`config.mk`:
```
export PLATFORM = sky130hd
export DESIGN_NAME = pi_sample_gen
export DESIGN_NICKNAME = d
export VERILOG_FILES = /design/src/rtl/pi_sample_gen.sv
export SDC_FILE = /design/constraint.sdc
export NUM_CORES = 1
export LEC_CHECK = 0
export ABC_AREA = 1
export BUFFER_PORTS_ARGS = -buffer_cell sky130_fd_sc_hd__buf_2
export CAP_MARGIN = 5
export CORE_MARGIN = 4
export CORE_UTILIZATION = 65
export CTS_CLUSTER_DIAMETER = 50
export DETAILED_ROUTE_END_ITERATION = 6
export HOLD_SLACK_MARGIN = 0.05
export PLACE_DENSITY = 0.79
export SYNTH_ARGS = -nofsm -noshare
export SYNTH_HDL_FRONTEND = slang
export SYNTH_SLANG_ARGS = --single-unit
```
`constraint.sdc`:
```
create_clock -name clk -period 10.05 [get_ports clk]
set_input_delay 2.5125 -clock clk [delete_from_list [all_inputs] [get_ports clk]]
set_output_delay 2.5125 -clock clk [all_outputs]
set_load 0.03 [all_outputs]
```
`src/rtl/pi_sample_gen.sv`:
```
// Monte-Carlo pi sample generator: LFSR points tested against the unit quarter-circle.
// Build macro SUM_PIPE_REG_EN registers the 33-bit sum (latency 3 instead of 2).
module pi_sample_gen #(
  parameter logic [31:0] SEED = 32'hACE1_2468
) (
  input  logic        clk,
  input  logic        reset,
  input  logic        start,
  input  logic [31:0] num_samples,
  input  logic        hold,
  output logic        enable,
  output logic        dout_valid,
  output logic        dout,
  output logic        busy
);

  localparam logic [31:0] TAPS = 32'h8020_0003;

  typedef enum logic [1:0] {IDLE, RUN, DRAIN} state_t;

  state_t      state;
  state_t      state_next;
  logic [31:0] remaining;
  logic [31:0] lfsr;
  logic [31:0] lfsr_cur;
  logic [31:0] lfsr_adv;
  logic        accept;
  logic        issue;
  logic        s1_vld;
  logic [15:0] s1_x;
  logic [15:0] s1_y;
  logic        s2_vld;
  logic [31:0] s2_xx;
  logic [31:0] s2_yy;
  logic        sum_hit;
  logic        out_vld;
  logic        out_hit;
  logic        upstream_vld;
  logic        last_out;

  assign accept   = (state == IDLE) && start && (num_samples != 32'd0);
  assign issue    = (state == RUN) && !hold;
  assign lfsr_cur = (lfsr == 32'd0) ? 32'd1 : lfsr;
  assign lfsr_adv = {1'b0, lfsr_cur[31:1]} ^ (lfsr_cur[0] ? TAPS : 32'd0);
  // Hit iff the 33-bit sum has no carry out of bit 31.
  assign sum_hit  = ({1'b0, s2_xx} + {1'b0, s2_yy}) < 33'h1_0000_0000;

`ifdef SUM_PIPE_REG_EN
  logic s3_vld;
  logic s3_hit;

  always_ff @(posedge clk) begin
    if (reset) begin
      s3_vld <= 1'b0;
      s3_hit <= 1'b0;
    end else begin
      s3_vld <= s2_vld;
      s3_hit <= sum_hit;
    end
  end

  assign out_vld      = s3_vld;
  assign out_hit      = s3_hit;
  assign upstream_vld = s1_vld | s2_vld;
`else
  assign out_vld      = s2_vld;
  assign out_hit      = sum_hit;
  assign upstream_vld = s1_vld;
`endif

  // No issue happens in DRAIN, so an output with nothing behind it is the last one.
  assign last_out = out_vld && !upstream_vld;

  always_ff @(posedge clk) begin
    if (reset) state <= IDLE;
    else       state <= state_next;
  end

  always_comb begin
    state_next = state;
    case (state)
      IDLE:    if (accept) state_next = RUN;
      RUN:     if (issue && remaining == 32'd1) state_next = DRAIN;
      DRAIN:   if (last_out) state_next = IDLE;
      default: state_next = IDLE;
    endcase
  end

  always_ff @(posedge clk) begin
    if (reset) begin
      remaining <= 32'd0;
      lfsr      <= SEED;
      s1_vld    <= 1'b0;
      s1_x      <= 16'd0;
      s1_y      <= 16'd0;
      s2_vld    <= 1'b0;
      s2_xx     <= 32'd0;
      s2_yy     <= 32'd0;
    end else begin
      if (accept)     remaining <= num_samples;
      else if (issue) remaining <= remaining - 32'd1;

      if (issue)               lfsr <= lfsr_adv;
      else if (lfsr == 32'd0)  lfsr <= 32'd1;

      s1_vld <= issue;
      if (issue) begin
        s1_x <= lfsr_cur[31:16];
        s1_y <= lfsr_cur[15:0];
      end

      s2_vld <= s1_vld;
      if (s1_vld) begin
        s2_xx <= {16'd0, s1_x} * {16'd0, s1_x};
        s2_yy <= {16'd0, s1_y} * {16'd0, s1_y};
      end
    end
  end

  assign enable     = (state == RUN) || (state == DRAIN);
  assign busy       = (state != IDLE);
  assign dout_valid = out_vld;
  assign dout       = out_vld & out_hit;

endmodule

```
# == Word level (Yosys, flattened, before mapping) ==
# Cells that the tools add are included.
# totals
regBits,164
latchBits,0
mem_bits_rw,0
mem_bits_ro,0
in_bits,36
memories,0
# op_classes
n_addsub,2
n_mul,2
div_mod_pow,0
magnitude_cmp,1
n_eq_ne,6
shifts,0
mux,9
n_bitwise,2
reduce_logical,14
# ops
op,n
32-bit two-way mux,5
16-bit by 16-bit multiplier with 32-bit output,2
32-bit by 32-bit adder with 33-bit output,1
33-bit less-than comparator (second input constant),1
32-bit by 1-bit == test with 1-bit output (second input constant),1
32-bit logical NOT,1
32-bit nonzero test,1
32-bit by 1-bit subtractor with 32-bit output (second input constant),1
31-bit by 32-bit XOR with 32-bit output,1
2-bit two-way mux,3
2-bit inequality test (second input constant),3
2-bit case mux with 3 select lines,1
1-bit logical AND,5
2-bit nonzero test,2
3-bit AND reduction,1
2-bit by 1-bit == test with 1-bit output (second input constant),1
2-bit == test (second input constant),1
1-bit logical NOT,2
2-bit logical NOT,1
1-bit AND,1
1-bit logical OR,1

# == Longest topological paths before layout ==
# Gate-level depths: netlist of run 1.
# depth
ltp_word,5
mapped_depth,29

# == Worst setup path after synthesis of run 1 ==
# No wires, ideal clock.
# synth_path
path_kind,register to register
startpoint,reg s1_x[6]
endpoint,reg s2_xx[30]
setup_ns,0.109
arrival_time_ns,5.267
required_time_ns,9.941
path_slack_ns,4.674
stages_incl_launch_ff,24
path_buffers,2
synth_period_minus_slack_ns,5.376
cell_sequence,dfxtp_1 > clkbuf_1 > clkbuf_1 > nand2_1 > fa_1 > inv_1 > fa_1 > fa_1 > fa_1 > fa_1 > inv_1 > fa_1 > inv_1 > ha_1 > nand2_1 > nor2_1 > inv_1 > nor2_1 > and2_1 > nand2_1 > nand3_1 > nand3_1 > nand2_1 > inv_1
# synth_between
elab_chain_len,1
# synth_rtl
item,line,source
start: declaration,30,logic [15:0] s1_x;
start signal: assignment,108,s1_x <= lfsr_cur[31:16];
16-bit by 16-bit multiplier with 32-bit output,114,"s2_xx <= {16'd0, s1_x} * {16'd0, s1_x};"
end signal: assignment,114,
end: declaration,33,logic [31:0] s2_xx;
# Every way passes these cells.
# A chain may end at the register's enable or synchronous reset.

# == Worst setup path after layout of run 1 ==
# layout_path
startpoint,reg s1_x[8]
endpoint,reg s2_xx[31]
# Same word-level chain as after synthesis.

==> reports/metrics.csv, run 1 <==
metric;value;unit
status;finished, final reports clean;
synth_fp_nets;4041;
worstHoldPathCells;2;
synth-edff-count;0;
rsz0062_at_grt;false;
worst_slew_pin_slew;1030;ps
synth_cell_types;38;
power_leakage;15.5;nW
fin_ws;3940;ps
cp.buffers_inverters;5;
area_delta_synth_final;3.83;%
synth_seq_area_share;13.3;%
path_class;reg2reg;
root_buffer;clkbuf_16;
die_w;200;microns
yosysWarnings;0;
whs;487;ps
postSynth.asyncResetShare;0;%
design_area;24900;sq um
syn_inst;3439;
row_count;70;
worstPathRequired;10400;ps
finish.net_count;3990;
cp-end-kind;flip-flop;
drv_cap;0;
worst_clock_skew;12.5;ps
insertion_delay;460;ps
grt_overflow;0;
timing.rr.start;s1_x[8]$_SDFFE_PP0P_;
crit_family;adder cells;
avgSynthCellArea;6.98;sq um
dp_hpwl;47600;microns
cp_slowest_cell;dfxtp_1;
yosys-top-cells-area;fa_1 (27%), nand2_1 (14%), inv_1 (14%);
vias;20300;
coreArea;36500;sq um
final_max_slew_viol_count;0;
cts_buffers;17;
htreeDepth;4;
clk_pin_slew_worst_paths;70;ps
finish.utilization;68.3;%
cp_max_fo;18;
fp.dieArea;40100;sq um
antenna_left;0;
grt_usage;30.7;%
cp-startpoint;s1_x[8]$_SDFFE_PP0P_;
io_pins;40;
wl;58800;microns
cpPeakStageDelay;890;ps
start_kind;flip-flop;
hold_viol;0;
finalSetupViolations;0;
drt_iter0_markers;1339;
timing.fmax;164;MHz
first_pass_iters;5;
n_antenna_cell;0;
cts_resized;0;
place_inst;3837;
yosysTopAreaCellShare;27.0;%
drt-wirelength-per-cell;15.2;microns
dpl_cell_area;24400;sq um
drc;0;
post-place-ws;3960;ps
tns;0;ps
cts_hold_buffers;0;
slew_headroom;31.6;%
p_per_area;98.7;nW/um^2
grt_first_pass_wirelength;101000;microns
grt_max_degree;91;
fin_cells;3869;
yosysMostFrequentCell;nand2_1;
synth_area_leader_cell;fa_1;
reg2reg_depth;23;
grt_pass1_vias;21400;
path_cells;nand2_1 > fa_1 > inv_1 > ha_1 > o21bai_1 > fa_1 > inv_1 > fa_1 > inv_1 > fa_1 > inv_1 > fa_1 > inv_1 > ha_1 > nand2_1 > nor2_1 > nand3_1 > nand3b_1 > nand2_1 > nand3_1 > nand2_1 > nor2_1 > nor2_1;
ys_ff_latch;160;
yosys-top-cells-count;nand2_1 (914), inv_1 (890), fa_1 (324);
dieHeight;200;microns
period_minus_slack;6110;ps
vias_per_cell;5.26;
io_buffer_count;39;
arrival;6460;ps
clock-sinks;160;
period_share;60.8;%
min_from;lfsr[11]$_SDFF_PP0_;
ys.flop_type;dfxtp_1;
post_cts_buffers;0;
cts_tree;yes;
antenna_found_initial;0;
cts_buffer_depth;2;
cp.depth;23;
drive_above_1_share;2.82;%
rrSetupSlack;3940;ps
ir_drop;0.000177;V
min-delay-path-class;reg2reg;
total_power;2.46;mW
start_util;65.7;%
synth_area;24000;sq um
routabilityCongestion;0.975;
metal layers:
layer	track usage [%]	up-vias	part of all wire, %
met5	0	-	0
met4	11.0	0	3.3
met3	4.29	143	6.4
met2	54.1	664	49
met1	38.7	9565	41
li1	-	9970	-
sequential cells by signal, indices dropped and copies added, names as in the netlist:
| name | cells |
|---|---|
| s2_yy | 30 |
| s1_x | 16 |
| state | 2 |
| s1_vld | 1 |
| lfsr | 32 |
| s1_y | 16 |
| s2_xx | 30 |
| remaining | 32 |
| dout_valid | 1 |
cells in the final DEF (no fill, tap or decap), drive strengths merged:
| cell type | synthesis | routed |
|---|---|---|
| xnor2 | 25 | 25 |
| o21ai | 64 | 64 |
| o21a | 1 | 1 |
| buf | 29 | 43 |
| xor2 | 44 | 44 |
| fa | 324 | 324 |
| nor2 | 310 | 310 |
| or2 | 6 | 6 |
| ha | 242 | 242 |
| bufinv | 0 | 1 |
| nand4 | 23 | 23 |
| o22ai | 1 | 1 |
| nand2 | 915 | 915 |
| o211ai | 9 | 9 |
| and2 | 5 | 5 |
| a21oi | 122 | 122 |
| a31o | 2 | 2 |
| clkinv | 1 | 4 |
| nor3 | 15 | 15 |
| nand3b | 1 | 1 |
| clkinvlp | 0 | 2 |
| nor4 | 3 | 3 |
| dfxtp | 160 | 160 |
| nand3 | 151 | 151 |
| o31ai | 2 | 2 |
| clkbuf | 84 | 18 |
| inv | 891 | 899 |
| o21bai | 9 | 9 |
worst reg2reg max path: stages, from the launching register on:
cell      delay, ps
dfxtp_1         890
nand2_1         200
fa_1            570
inv_1            80
ha_1            180
o21bai_1        180
fa_1            540
inv_1            50
fa_1            530
inv_1            50
fa_1            480
inv_1            50
fa_1            480
inv_1            60
ha_1            410
nand2_1         150
nor2_1          260
nand3_1         110
nand3b_1        200
nand2_1         100
nand3_1          90
nand2_1          50
nor2_1          200
nor2_1           70
final cells by class:
type                       instances  area (sq um)
inverter                         892          3350
tap                              468           586
clock inverter                    14           144
clock buffer                      18           429
timing repair buffer              43           228
sequential                       160          3200
multi-input combinational       2274         17000
fill                            3208         11600
logic make-up (layout without fill, tap and decap cells):
family | Yosys count | after routing | share of synthesized area [%]
compound gates | 210 | 210 | 4.71
xor+xnor | 69 | 69 | 2.52
fa+ha+maj | 566 | 566 | 39.6
buf+inv | 1005 | 967 | 15.9
flops | 160 | 160 | 13.3
simple gates | 1429 | 1429 | 23.9
final timing paths:
check / endpoint
worst min-delay path: lfsr[11]$_SDFF_PP0_
worst max register to register: s2_xx[31]$_SDFFE_PP0P_
worst min register to register: lfsr[11]$_SDFF_PP0_
worst max-delay path: s2_xx[31]$_SDFFE_PP0P_
power breakdown:
part	internal [mW]	switching, mW	leakage, nW
combinational	0.320	0.590	13.9
sequential	0.733	0.161	1.30
clock	0.350	0.305	0.279
Power figures use the tool's default switching activity.
==> run 2: changes to the inputs <==
ABC_AREA = 0   (was 1)
clock period = 6.3 ns   (was 10.05 ns; I/O delays follow)
==> reports/metrics.csv, run 2 <==
metric;value;unit
synthAdderAreaFrac;44.5;%
insertion_delay;430;ps
yosys.area_share.simple;15.1;%
root_buffer;clkbuf_16;
io_buffer_count;39;
dieHeight;189;microns
wl;48400;microns
grt_usage;28.3;%
grt_pass1_vias;18200;
crit_top_cell;fa_1;
worstPathRequired;6620;ps
synth_seq_area_share;15.0;%
grt_overflow;0;
final_cell_mix;inv_1 (518), fa_1 (324), nand2_1 (307);
grt_max_degree;81;
yosys-top-cells-count;inv_1 (518), fa_1 (324), nand2_1 (307);
htreeDepth;4;
finalSetupViolations;0;
synth_cell_types;64;
synth_compound_gate_area_share;9.59;%
clock-sinks;160;
synthXorXnorAreaFrac;3.52;%
comb_power_share;31.7;%
status;finished, final reports clean;
synth_area_leader_cell;fa_1;
first_pass_iters;5;
tns;0;ps
cp_max_fo;12;
synth_area;21400;sq um
drt_iter0_markers;940;
finish.net_count;3118;
cts_buffer_depth;2;
cts_buffers;17;
yosysWarnings;0;
p_per_area;149;nW/um^2
row_count;66;
hold_viol;0;
die_w;189;microns
synth-edff-count;0;
min-delay-path-class;reg2reg;
vias;16700;
io_pins;40;
drive_above_1_share;7.75;%
antenna_left;0;
arrival;6400;ps
vias_per_cell;5.64;
drv_cap;0;
path_class;reg2reg;
ys.flop_type;dfxtp_1;
ys_ff_latch;160;
yosysTopAreaCellShare;30.3;%
coreArea;32500;sq um
period_minus_slack;6090;ps
area_delta_synth_final;7.85;%
power_frac_seq;37.3;%
synth_mux_area_share;1.56;%
routabilityCongestion;0.938;
period_share;96.6;%
synth_top_family_by_area;adder cells;
internal_power;2.15;mW
p_switching;1.30;mW
dp_hpwl;39500;microns
cts_hold_buffers;0;
path_cells;buf_4 > and2_1 > fa_1 > inv_1 > fa_1 > inv_1 > fa_1 > fa_1 > fa_1 > inv_1 > fa_1 > inv_1 > ha_1 > nand3_1 > a21oi_1 > a211oi_2 > buf_4 > buf_4 > a31oi_4 > o2111ai_1 > a21oi_2 > o2111ai_1 > o211a_1;
reg_top3;lfsr: 32 flops, remaining: 32 flops;
grt_first_pass_wirelength;84300;microns
finish.utilization;70.9;%
route.met2.wl;24600;microns
ir_drop;0.000209;V
cpPeakStageDelay;540;ps
top_layer;met4;
drt-wirelength-per-cell;16.3;microns
antenna_found_initial;0;
syn_inst;2476;
n_antenna_cell;0;
clkPwrFrac;31.0;%
avgSynthCellArea;8.64;sq um
worst_clock_skew;11.3;ps
start_util;65.8;%
fp.dieArea;35900;sq um
postSynth.asyncResetShare;0;%
drc;0;
clk_pin_slew_worst_paths;70;ps
wl_met1;20200;microns
yosys-top-cells-area;fa_1 (30%), dfxtp_1 (15%), ha_1 (14%);
slew_headroom;29.4;%
worst_slew_pin_slew;1060;ps
start_kind;flip-flop;
power_leakage;12.5;nW
yosysMostFrequentCell;inv_1;
cp-end-kind;flip-flop;
final_common_cell;inv_1;
dpl_cell_area;22300;sq um
timing.fmax;164;MHz
wl_met3;2480;microns
cp_slowest_cell;fa_1;
cp.buffers_inverters;7;
final_max_slew_viol_count;0;
crit_family;adder cells;
synth_fp_nets;3078;
cts_tree;yes;
design_area;23100;sq um
switching_share;37.7;%
[run 2: cell types whose count changed in the layout (fill, tap and decap cells not counted), sizes merged, moves of 44 or more]
cell	change
a21o	+44
and2	+65
nand2	-608
nor2	-160
inv	-370
buf	+72
nand3	-115
[run 2: final timing paths]
path                               start                endpoint  slack [ps]  depth (start not counted)
hold / removal    s2_yy[20]$_SDFFE_PP0P_  s2_yy[20]$_SDFFE_PP0P_         470                          2
hold reg to reg   s2_yy[20]$_SDFFE_PP0P_  s2_yy[20]$_SDFFE_PP0P_         470                          2
setup / recovery    s1_x[9]$_SDFFE_PP0P_  s2_xx[31]$_SDFFE_PP0P_         210                         23
setup reg to reg    s1_x[9]$_SDFFE_PP0P_  s2_xx[31]$_SDFFE_PP0P_         210                         23
[run 2: metrics by stage]
step / power, mW / std cells / hold slack (ps) / setup slack, ps
2_1_floorplan: 2.04 / 2476 / 429 / 192
3_3_place_gp: 2.35 / 2934 / 450 / 9.34
3_5_place_dp: 2.39 / 2934 / 464 / -71.6
4_1_cts: 3.45 / 2966 / 473 / 2.16
5_1_grt: 3.66 / 2971 / 490 / -55.6
6_report: 3.45 / 2971 / 468 / 213
[run 2: power by group through the flow]
stage / Sequential [mW] / Clock [mW] / Combinational [mW]
final: 1.29 / 1.07 / 1.09
after global routing: 1.30 / 1.12 / 1.24
after CTS: 1.28 / 1.07 / 1.09
after detailed placement: 1.30 / 0 / 1.08
after global placement: 1.30 / 0 / 1.05
after floorplan: 1.25 / 0 / 0.795
[run 2: metal layers]
metal	vias up	track usage (%)
li1	7880	-
met1	8295	36.9
met2	475	50.0
met3	97	3.65
met4	0	7.62
met5	-	0
[run 2: area by class of cell]
| cell class | instances | area [sq um] |
|---|---|---|
| clock buffers | 17 | 425 |
| clock inverters | 15 | 173 |
| fillers | 2551 | 9460 |
| inverters | 520 | 1950 |
| multi-input cells | 1702 | 16000 |
| flip-flops and latches | 160 | 3230 |
| well taps | 442 | 553 |
| repair buffers | 115 | 768 |
[run 2: logic make-up (layout without fill, tap and decap cells)]
kind of cell               count (synthesis)  count (layout)
muxes                                     33              33
and+or+nand+nor                          703             703
DFF                                      160             160
buffers and inverters                    614             667
xor gates and xnor gates                  86              86
AOI/OAI and AO/OA                        314             314
adders and majority gates                566             566
[run 2: worst reg2reg max path: stages (launching register included)]
cell and delay, ps:
dfxtp_2 380, buf_4 210, and2_1 190, fa_1 540, inv_1 50, fa_1 470
inv_1 60, fa_1 500, fa_1 520, fa_1 500, inv_1 50, fa_1 480
inv_1 50, ha_1 370, nand3_1 130, a21oi_1 170, a211oi_2 50, buf_4 160
buf_4 150, a31oi_4 210, o2111ai_1 220, a21oi_2 240, o2111ai_1 120, o211a_1 180
[run 2: what timing repair did]
item	in CTS	in global routing
setup buffers	0	5
setup endpoints to repair	4	24
pin swaps	0	3
resized for setup	5	29
